[config.mk]
export PLATFORM = sky130hd
export DESIGN_NAME = led_scan_capture
export DESIGN_NICKNAME = d
export VERILOG_FILES = /design/src/rtl/led_scan_capture.sv
export SDC_FILE = /design/constraint.sdc
export NUM_CORES = 1
export LEC_CHECK = 0
export ABC_AREA = 1
export BUFFER_PORTS_ARGS = -buffer_cell sky130_fd_sc_hd__buf_2
export CORE_MARGIN = 3
export CORE_UTILIZATION = 46
export DETAILED_ROUTE_END_ITERATION = 7
export GPL_ROUTABILITY_DRIVEN = 0
export GPL_TIMING_DRIVEN = 0
export PLACE_DENSITY = 0.71
export SLEW_MARGIN = 20
export SYNTH_ARGS = -nofsm -noshare
export SYNTH_HDL_FRONTEND = slang
export SYNTH_SLANG_ARGS = --single-unit
[constraint.sdc]
create_clock -name CLK -period 2.5 [get_ports CLK]
set_input_delay 0.25 -clock CLK [delete_from_list [all_inputs] [get_ports CLK]]
set_output_delay 0.25 -clock CLK [all_outputs]
set_load 0.02 [all_outputs]
[src/rtl/led_scan_capture.sv]
// LED matrix scan capture: synchronizes the scanned row/column pins, samples each settled
// scan vector once, ORs lit pixels into a per-column accumulator over a fixed window, and
// publishes the accumulated image to a front buffer readable one column at a time.
// Optional feature: define SCAN_CAPTURE_COLLISION_EN to enable the sticky collision flag.
module led_scan_capture #(
  parameter int unsigned SETTLE    = 4,
  parameter int unsigned FRAME_CYC = 1024
) (
  input  logic        CLK,
  input  logic        Clear,
  input  logic [7:0]  DATA_R,
  input  logic [7:0]  DATA_G,
  input  logic [7:0]  DATA_B,
  input  logic [2:0]  S,
  input  logic        COMM,
  input  logic [2:0]  rd_col,
  output logic [23:0] rd_rgb,
  output logic        frame_done,
  output logic [7:0]  frame_cnt,
  output logic        collision
);

  localparam logic [3:0]  LP_SETTLE    = 4'(SETTLE);
  localparam logic [3:0]  LP_SETTLE_M1 = 4'(SETTLE - 1);
  localparam logic [15:0] LP_TC        = 16'(FRAME_CYC - 1);

  // Scan vector layout: {R[7:0], G[7:0], B[7:0], S[2:0], COMM}
  logic [27:0] w_pins;
  logic [27:0] r_sync1, r_sync2, r_prev;
  logic [3:0]  r_stab;
  logic [15:0] r_win;
  logic [23:0] r_acc   [8];
  logic [23:0] r_front [8];
  logic [23:0] w_acc_nxt [8];
  logic [23:0] r_rd_rgb;
  logic        r_frame_done;
  logic [7:0]  r_frame_cnt;

  logic        w_change;
  logic        w_sample;
  logic        w_accept;
  logic        w_tc;
  logic [2:0]  w_col;
  logic [23:0] w_rgb;

  assign w_pins   = {DATA_R, DATA_G, DATA_B, S, COMM};
  assign w_change = (r_sync2 != r_prev);
  // Fires only on the SETTLE-1 -> SETTLE transition, so one sample per stable period
  assign w_sample = !w_change && (r_stab == LP_SETTLE_M1);
  assign w_accept = w_sample && r_sync2[0];
  assign w_col    = r_sync2[3:1];
  // Row data is active-low at the pins; store lit pixels as 1
  assign w_rgb    = ~r_sync2[27:4];
  assign w_tc     = (r_win == LP_TC);

  // Two-flop synchronizer plus a delayed copy for change detection
  always_ff @(posedge CLK or negedge Clear) begin
    if (!Clear) begin
      r_sync1 <= '0;
      r_sync2 <= '0;
      r_prev  <= '0;
    end else begin
      r_sync1 <= w_pins;
      r_sync2 <= r_sync1;
      r_prev  <= r_sync2;
    end
  end

  // Stability counter: restarts on any change, saturates at SETTLE
  always_ff @(posedge CLK or negedge Clear) begin
    if (!Clear) begin
      r_stab <= '0;
    end else if (w_change) begin
      r_stab <= '0;
    end else if (r_stab != LP_SETTLE) begin
      r_stab <= r_stab + 4'd1;
    end
  end

  // Free-running window counter
  always_ff @(posedge CLK or negedge Clear) begin
    if (!Clear) begin
      r_win <= '0;
    end else if (w_tc) begin
      r_win <= '0;
    end else begin
      r_win <= r_win + 16'd1;
    end
  end

  // Accumulator with this cycle's sample merged in, so a terminal-count sample reaches front
  always_comb begin
    for (int i = 0; i < 8; i++) begin
      w_acc_nxt[i] = r_acc[i];
      if (w_accept && (w_col == 3'(i))) begin
        w_acc_nxt[i] = r_acc[i] | w_rgb;
      end
    end
  end

  // Accumulate samples; at terminal count publish to front and restart from zero
  always_ff @(posedge CLK or negedge Clear) begin
    if (!Clear) begin
      for (int i = 0; i < 8; i++) begin
        r_acc[i]   <= '0;
        r_front[i] <= '0;
      end
    end else begin
      for (int i = 0; i < 8; i++) begin
        if (w_tc) begin
          r_front[i] <= w_acc_nxt[i];
          r_acc[i]   <= '0;
        end else begin
          r_acc[i]   <= w_acc_nxt[i];
        end
      end
    end
  end

  // Registered outputs: read port returns pre-update front on a coincident update
  always_ff @(posedge CLK or negedge Clear) begin
    if (!Clear) begin
      r_rd_rgb     <= '0;
      r_frame_done <= 1'b0;
      r_frame_cnt  <= '0;
    end else begin
      r_rd_rgb     <= r_front[rd_col];
      r_frame_done <= w_tc;
      if (w_tc) begin
        r_frame_cnt <= r_frame_cnt + 8'd1;
      end
    end
  end

  assign rd_rgb     = r_rd_rgb;
  assign frame_done = r_frame_done;
  assign frame_cnt  = r_frame_cnt;

`ifdef SCAN_CAPTURE_COLLISION_EN
  logic w_coll_hit;
  logic r_coll;

  // Two or more colours lit on the same row bit of one accepted sample
  assign w_coll_hit = w_accept &&
                      (|((w_rgb[23:16] & w_rgb[15:8]) |
                         (w_rgb[23:16] & w_rgb[7:0])  |
                         (w_rgb[15:8]  & w_rgb[7:0])));

  // Sticky flag, cleared the cycle after frame_done; a new hit wins over the clear
  always_ff @(posedge CLK or negedge Clear) begin
    if (!Clear) begin
      r_coll <= 1'b0;
    end else if (w_coll_hit) begin
      r_coll <= 1'b1;
    end else if (r_frame_done) begin
      r_coll <= 1'b0;
    end
  end

  assign collision = r_coll;
`else
  assign collision = 1'b0;
`endif

endmodule

==> results of run 1 <==
[final timing paths]
check | from | end | cells past startpoint | slack [ps]
worst max-delay path | r_stab[1] | r_front[56] | 9 | 110
worst min-delay path | Clear | r_acc[9] | 2 | 170
worst max register to register | r_stab[1] | r_front[56] | 9 | 110
worst min register to register | r_sync1[19] | r_sync2[19] | 0 | 340
max in group asynchronous | Clear | r_win[0] | 4 | 1170
min in group CLK | DATA_R[5] | r_sync1[25] | 2 | 250
[power breakdown]
group	internal [mW]	leakage [nW]	total, mW	switching [mW]
combinational	0.223	5.88	0.925	0.702
clock	5.11	0.951	8.58	3.47
sequential	8.54	7.03	8.59	0.0557
total	13.9	13.9	18.1	4.23
[logic make-up after synthesis]
group,synth area share (%)
XOR/XNOR,0.9863
AO/OA/AOI/OAI,8.076
AND/OR/NAND/NOR,24.10
adder cells (fa/ha/maj),0.2255
buffers and inverters,7.868
other,0.01689
flip-flops,58.73
[registers in the layout, summed over array words and instances (netlist names)]
register    flops
frame_cnt       8
frame_done      1
r_acc         192
r_front       192
r_prev         28
r_stab          4
r_sync1        28
r_sync2        28
r_win          16
rd_rgb         24
[metrics by stage]
stage	instances	setup WS (ps)	area [sq um]	utilization (%)	total power, mW
floorplan	2603	585.1	22200	-	9.087
global placement	3274	-9182	23280	49.38	9.583
detailed placement	3280	-142.6	23460	49.75	9.620
CTS	3410	12.66	25710	54.54	18.18
global route	3410	-24.35	25780	54.68	18.61
finish	3411	110.7	25780	54.69	18.10
[layout by cell type, fill, tap and decap left out, types with 2 or more instances in the layout]
cell / n
buf_16: 6
clkinv_16: 2
nor2_1: 191
nand4_1: 195
a21oi_1: 196
nor2_4: 2
clkbuf_8: 20
o21ai_0: 99
xor2_1: 11
inv_2: 16
a31oi_1: 24
ha_1: 4
clkinvlp_4: 4
nor3_1: 10
buf_1: 12
nand2_1: 864
o22ai_1: 24
xnor2_1: 14
inv_1: 247
buf_2: 96
buf_4: 27
dfrtp_1: 520
bufinv_16: 5
clkbuf_16: 54
buf_6: 2
dlygate4sd3_1: 29
clkbuf_2: 9
nor4_1: 2
nand3_1: 9
clkbuf_1: 79
nor3_2: 5
clkinv_2: 8
nand3_2: 2
clkbuf_4: 4
[per-layer routing]
layer,track usage [%],up-vias,share of wire [%]
met5,0,-,0.020
met4,13.63,2,5.7
met3,5.589,182,8.3
met2,40.18,775,46
met1,32.99,9061,40
li1,-,8635,-
[area by class of cell]
cell class	count	share of cell area (%)
diodes	1	0.009705
well taps	607	2.945
inverters	266	3.901
plain buffers	159	3.013
clock buffers	80	6.396
flip-flops and latches	521	50.57
multi-input cells	1657	28.93
clock inverters	20	1.165
repair buffers	100	3.076
[repair_timing]
item | 4_1_cts | 5_1_grt
pin swaps | 1 | 1
resized for setup | 4 | 30
setup buffers | 1 | 0
endpoints found under the hold margin | 79 | 0
hold buffers | 29 | 0
setup endpoints to repair | 275 | 318
==> flow_summary.toml, run 1 <==
[worst_setup_path]
critPathBufInv = 2
cp-start-kind = "flop"
worstSetupPathType = "reg -> reg"
critPathMaxStageDelay_ps = 430
crit_fanout = 10
cp_top_family = "simple AND/OR/NAND/NOR gates"
cpMostUsedCell = "nand2_1"
crit_chain = "ha_1 -> nand2_1 -> nor3_1 -> clkbuf_2 -> buf_1 -> nand4_1 -> nand2_1 -> nand2_1 -> nand2_1"
critical_path_required_ps = 3050
crit_path_top_delay_cell = "buf_1"
crit_arrival_ps = 2940
end_kind = "flop"

[synthesis]
syn-cell-area_sq_mm = 0.02220
synth-seq-cells = 521
synth_ff_type = "dfrtp_1"
yosysWarnings = 0
post-synth-top-count-cell = "nand2_1"
synth.distinct_cells = 27
syn_nets = 2640
netlist.area_leader.share_pct = 58.73
syn_avg_cell_area_sq_um = 8.529
synth.yosys.seq_area_share_pct = 58.73
synth_cells = 2603
synth_area_leader_cell = "dfrtp_1"
synth_area_leaders = "dfrtp_1 (59%), nand2_1 (15%), nand4_1 (5.5%)"
async_reset_ff_share_pct = 100.0
synth-edff-count = 0
yosys-top-cells-count = "nand2_1 (864), dfrtp_1 (521), inv_1 (247), a21oi_1 (196), nand4_1 (195)"

[run]
maxCapViolCount = 0

[global_routing]
grt_max_degree = 98
grt_usage_pct = 25.43
grt_pass1_wl_um = 99760
first_global_vias = 18020
antenna_found_initial = 2
grt-ovfl-total = 0

[layout]
nFillCells = 4105
area_growth_pct = 16.15
drive_gt1_share_pct = 9.597
nNetsFinal = 2796
multi_input_comb_area_sq_mm = 0.007458
regArea_sq_mm = 0.01304

[timing]
drv_slew = 0
holdWs_ps = 170.1
fin_crit_ps = 2389
tightest_slew_ps = 957.0
fin_crit_sh_pct = 95.57
max_freq_ghz = 0.4185
timing.setup.tns_ps = 0
hold_viol = 0
skew_ps = 35.72
slew_headroom_pct = 35.71
setup_viol = 0

[die]
dieArea_sq_mm = 0.05093
die_x_um = 225.7
die_y_um = 225.7
fp.coreArea_sq_mm = 0.04715
io_pins = 67
initial_core_util_pct = 47.08
rows = 79

[pwr]
irDropWorstVdd_mv = 0.5756
leakage_nw = 13.86
powerDensity_mw_per_mm2 = 701.8

[clock_tree]
clock_path_buffers = 3
cts_buffers = 54
clk_latency_ps = 630
root_buffer = "clkbuf_16"
path_clk_slew_ps = 60
cts_tree = "built"
cts.sinks = 521
h-tree-depth = 2

[drt]
routed_wl_um = 64190
drt_pass1_iterations = 6
wl_per_cell_um = 18.82
drc = 0
dr_total_vias = 18660
avgViaCountPerCell = 5.469
antenna_left = 0
drt_iter0_markers = 1947

[placed_design]
io_buffer_count = 64
dp_hpwl_um = 44940

[run_status]
outcome = "complete, no violations"

[min_path]
worstHoldPathType = "in -> async"
Power figures use the tool's default switching activity.
==> inputs of run 2 (changes only) <==
- BUFFER_PORTS_ARGS: -buffer_cell sky130_fd_sc_hd__buf_2 -> -buffer_cell sky130_fd_sc_hd__buf_4
- CTS_BUF_LIST: not set -> sky130_fd_sc_hd__clkbuf_4 sky130_fd_sc_hd__clkbuf_8 sky130_fd_sc_hd__clkbuf_16
- clock period: 2.5 -> 3.1 ns (I/O delays scaled with it)
==> run 2 against run 1 <==
Clock power fell by 21%. Global-route usage rose by 0.21 points. Setup slack improved by 270 ps. Clock skew fell by 15 ps. Final cell count fell by 0.21%. Non-clock buffer count fell by 2. Cell area fell by 0.20%. Die area did not move. Clock-buffer cell count fell by 12. Maximum frequency fell by 12%. Critical endpoint is now r_front[57]. Largest cell class unchanged.
==> flow_summary.toml, run 2 (synthesized netlist as in run 1, its figures left out) <==
[run_status]
outcome = "complete, no violations"

[global_routing]
grt-ovfl-total = 0
first_global_vias = 18200
grt_usage_pct = 25.64
grt_max_degree = 110
antenna_found_initial = 5
grt_pass1_wl_um = 100500

[worst_setup_path]
worstSetupPathType = "reg -> reg"
end_kind = "flop"
crit_fanout = 10
rrSetupSlack_ps = 380
reg2reg_to = "r_front[57]"
reg2reg_from = "r_stab[0]"
critical_path_required_ps = 3660
cp-start-kind = "flop"
worstRegToRegCells = 9
crit_arrival_ps = 3270

[drt]
routed_wl_um = 64490
dr_total_vias = 18720
drt_iter0_markers = 2027
drc = 0
antenna_left = 0
drt_pass1_iterations = 6
avgViaCountPerCell = 5.499
wl_per_cell_um = 18.94

[layout]
final_common_cell = "nand2_1"
final_cell_mix = "nand2_1 (864), dfrtp_1 (521), inv_1 (247), a21oi_1 (196), nand4_1 (195)"
nFillCells = 4155
fin_area_sq_mm = 0.02573
drive_gt1_share_pct = 8.974
nNetsFinal = 2794
diodes = 0
reg_top3 = "r_acc x192, r_front x192"
area_growth_pct = 15.91

[die]
dieArea_sq_mm = 0.05093
rows = 79
initial_core_util_pct = 47.08
fp.coreArea_sq_mm = 0.04715
die_y_um = 225.7
io_pins = 67
die_x_um = 225.7

[clock_tree]
cts_tree = "built"
cts_buffers = 54
clk_latency_ps = 630
cts_resized = 0
path_clk_slew_ps = 70
clock_path_buffers = 3
root_buffer = "clkbuf_16"
cts.sinks = 521
h-tree-depth = 2
postCtsHoldBufs = 29
cts_post_setup_buffers_inserted = 0

[placed_design]
placed_cell_area_sq_mm = 0.02359
io_buffer_count = 64
dp_hpwl_um = 44770
pre_cts_ws_ps = 408.6

[pwr]
irDropWorstVdd_mv = 0.4609
leakage_nw = 13.82
powerDensity_mw_per_mm2 = 561.8

[timing]
hold_viol = 0
finalWorstSetupSlack_ps = 381.9
fin_crit_sh_pct = 87.68
skew_ps = 20.90
setup_viol = 0
grt_setup_unrepaired = "false"
fin_crit_ps = 2718
slew_headroom_pct = 22.27
tightest_slew_ps = 1157
max_freq_ghz = 0.3679
drv_slew = 0

[min_path]
worstHoldPathType = "in -> async"

[run]
maxCapViolCount = 0
run 2: area by class of cell:
type,count,area [sq um],area share (%)
Multi-Input combinational cell,1657,7416,28.82
Sequential cell,521,13040,50.67
Clock inverter,28,356.6,1.386
Buffer,159,748.2,2.908
Clock buffer,68,1500,5.830
Timing Repair Buffer,98,915.9,3.559
Tap cell,607,759.5,2.951
Inverter,266,998.5,3.880
run 2: report_power, final:
part           switching [mW]  leakage (nW)  internal (mW)
Clock                    2.81         0.919           3.95
Combinational           0.565          5.87          0.201
Sequential             0.0446          7.03           6.88
run 2: critical path, cell delays in order (launching register included):
cell      delay [ps]
dfrtp_1          370
ha_1             170
nand2_1           90
nor3_1           280
clkbuf_1         710
buf_1            510
nand4_1          260
nand2_1          130
nand2_1           50
nand2_1           60
run 2: metal layers:
metal	share of wire [%]	track usage (%)
met1	40	33.44
met4	5.5	13.10
met2	46	40.84
met3	8.3	5.330
met5	0	0
run 2: how the worst max path moves through the flow:
stage,to,from,slack [ps],depth (start not counted)
2_1_floorplan,r_acc[123],r_win[0],1190,11
3_3_place_gp,r_acc[135],Clear,-3660,1
3_5_place_dp,rd_rgb[3],rd_col[0],410,8
4_1_cts,r_front[37],r_stab[0],440,9
5_1_grt,r_front[37],r_stab[0],150,9
6_report,r_front[57],r_stab[0],380,9
run 2: through the flow:
stage | TNS [ps] | util [%] | hold slack (ps) | power, mW | std cells
after floorplan | 0 | - | 14.41 | 7.328 | 2603
after global placement | -1885520 | 49.71 | 332.7 | 7.751 | 3274
after detailed placement | 0 | 50.02 | 247.5 | 7.783 | 3279
after CTS | 0 | 54.58 | 191.4 | 14.54 | 3404
after global routing | 0 | 54.58 | 229.9 | 14.91 | 3404
final | 0 | 54.58 | 203.7 | 14.46 | 3404
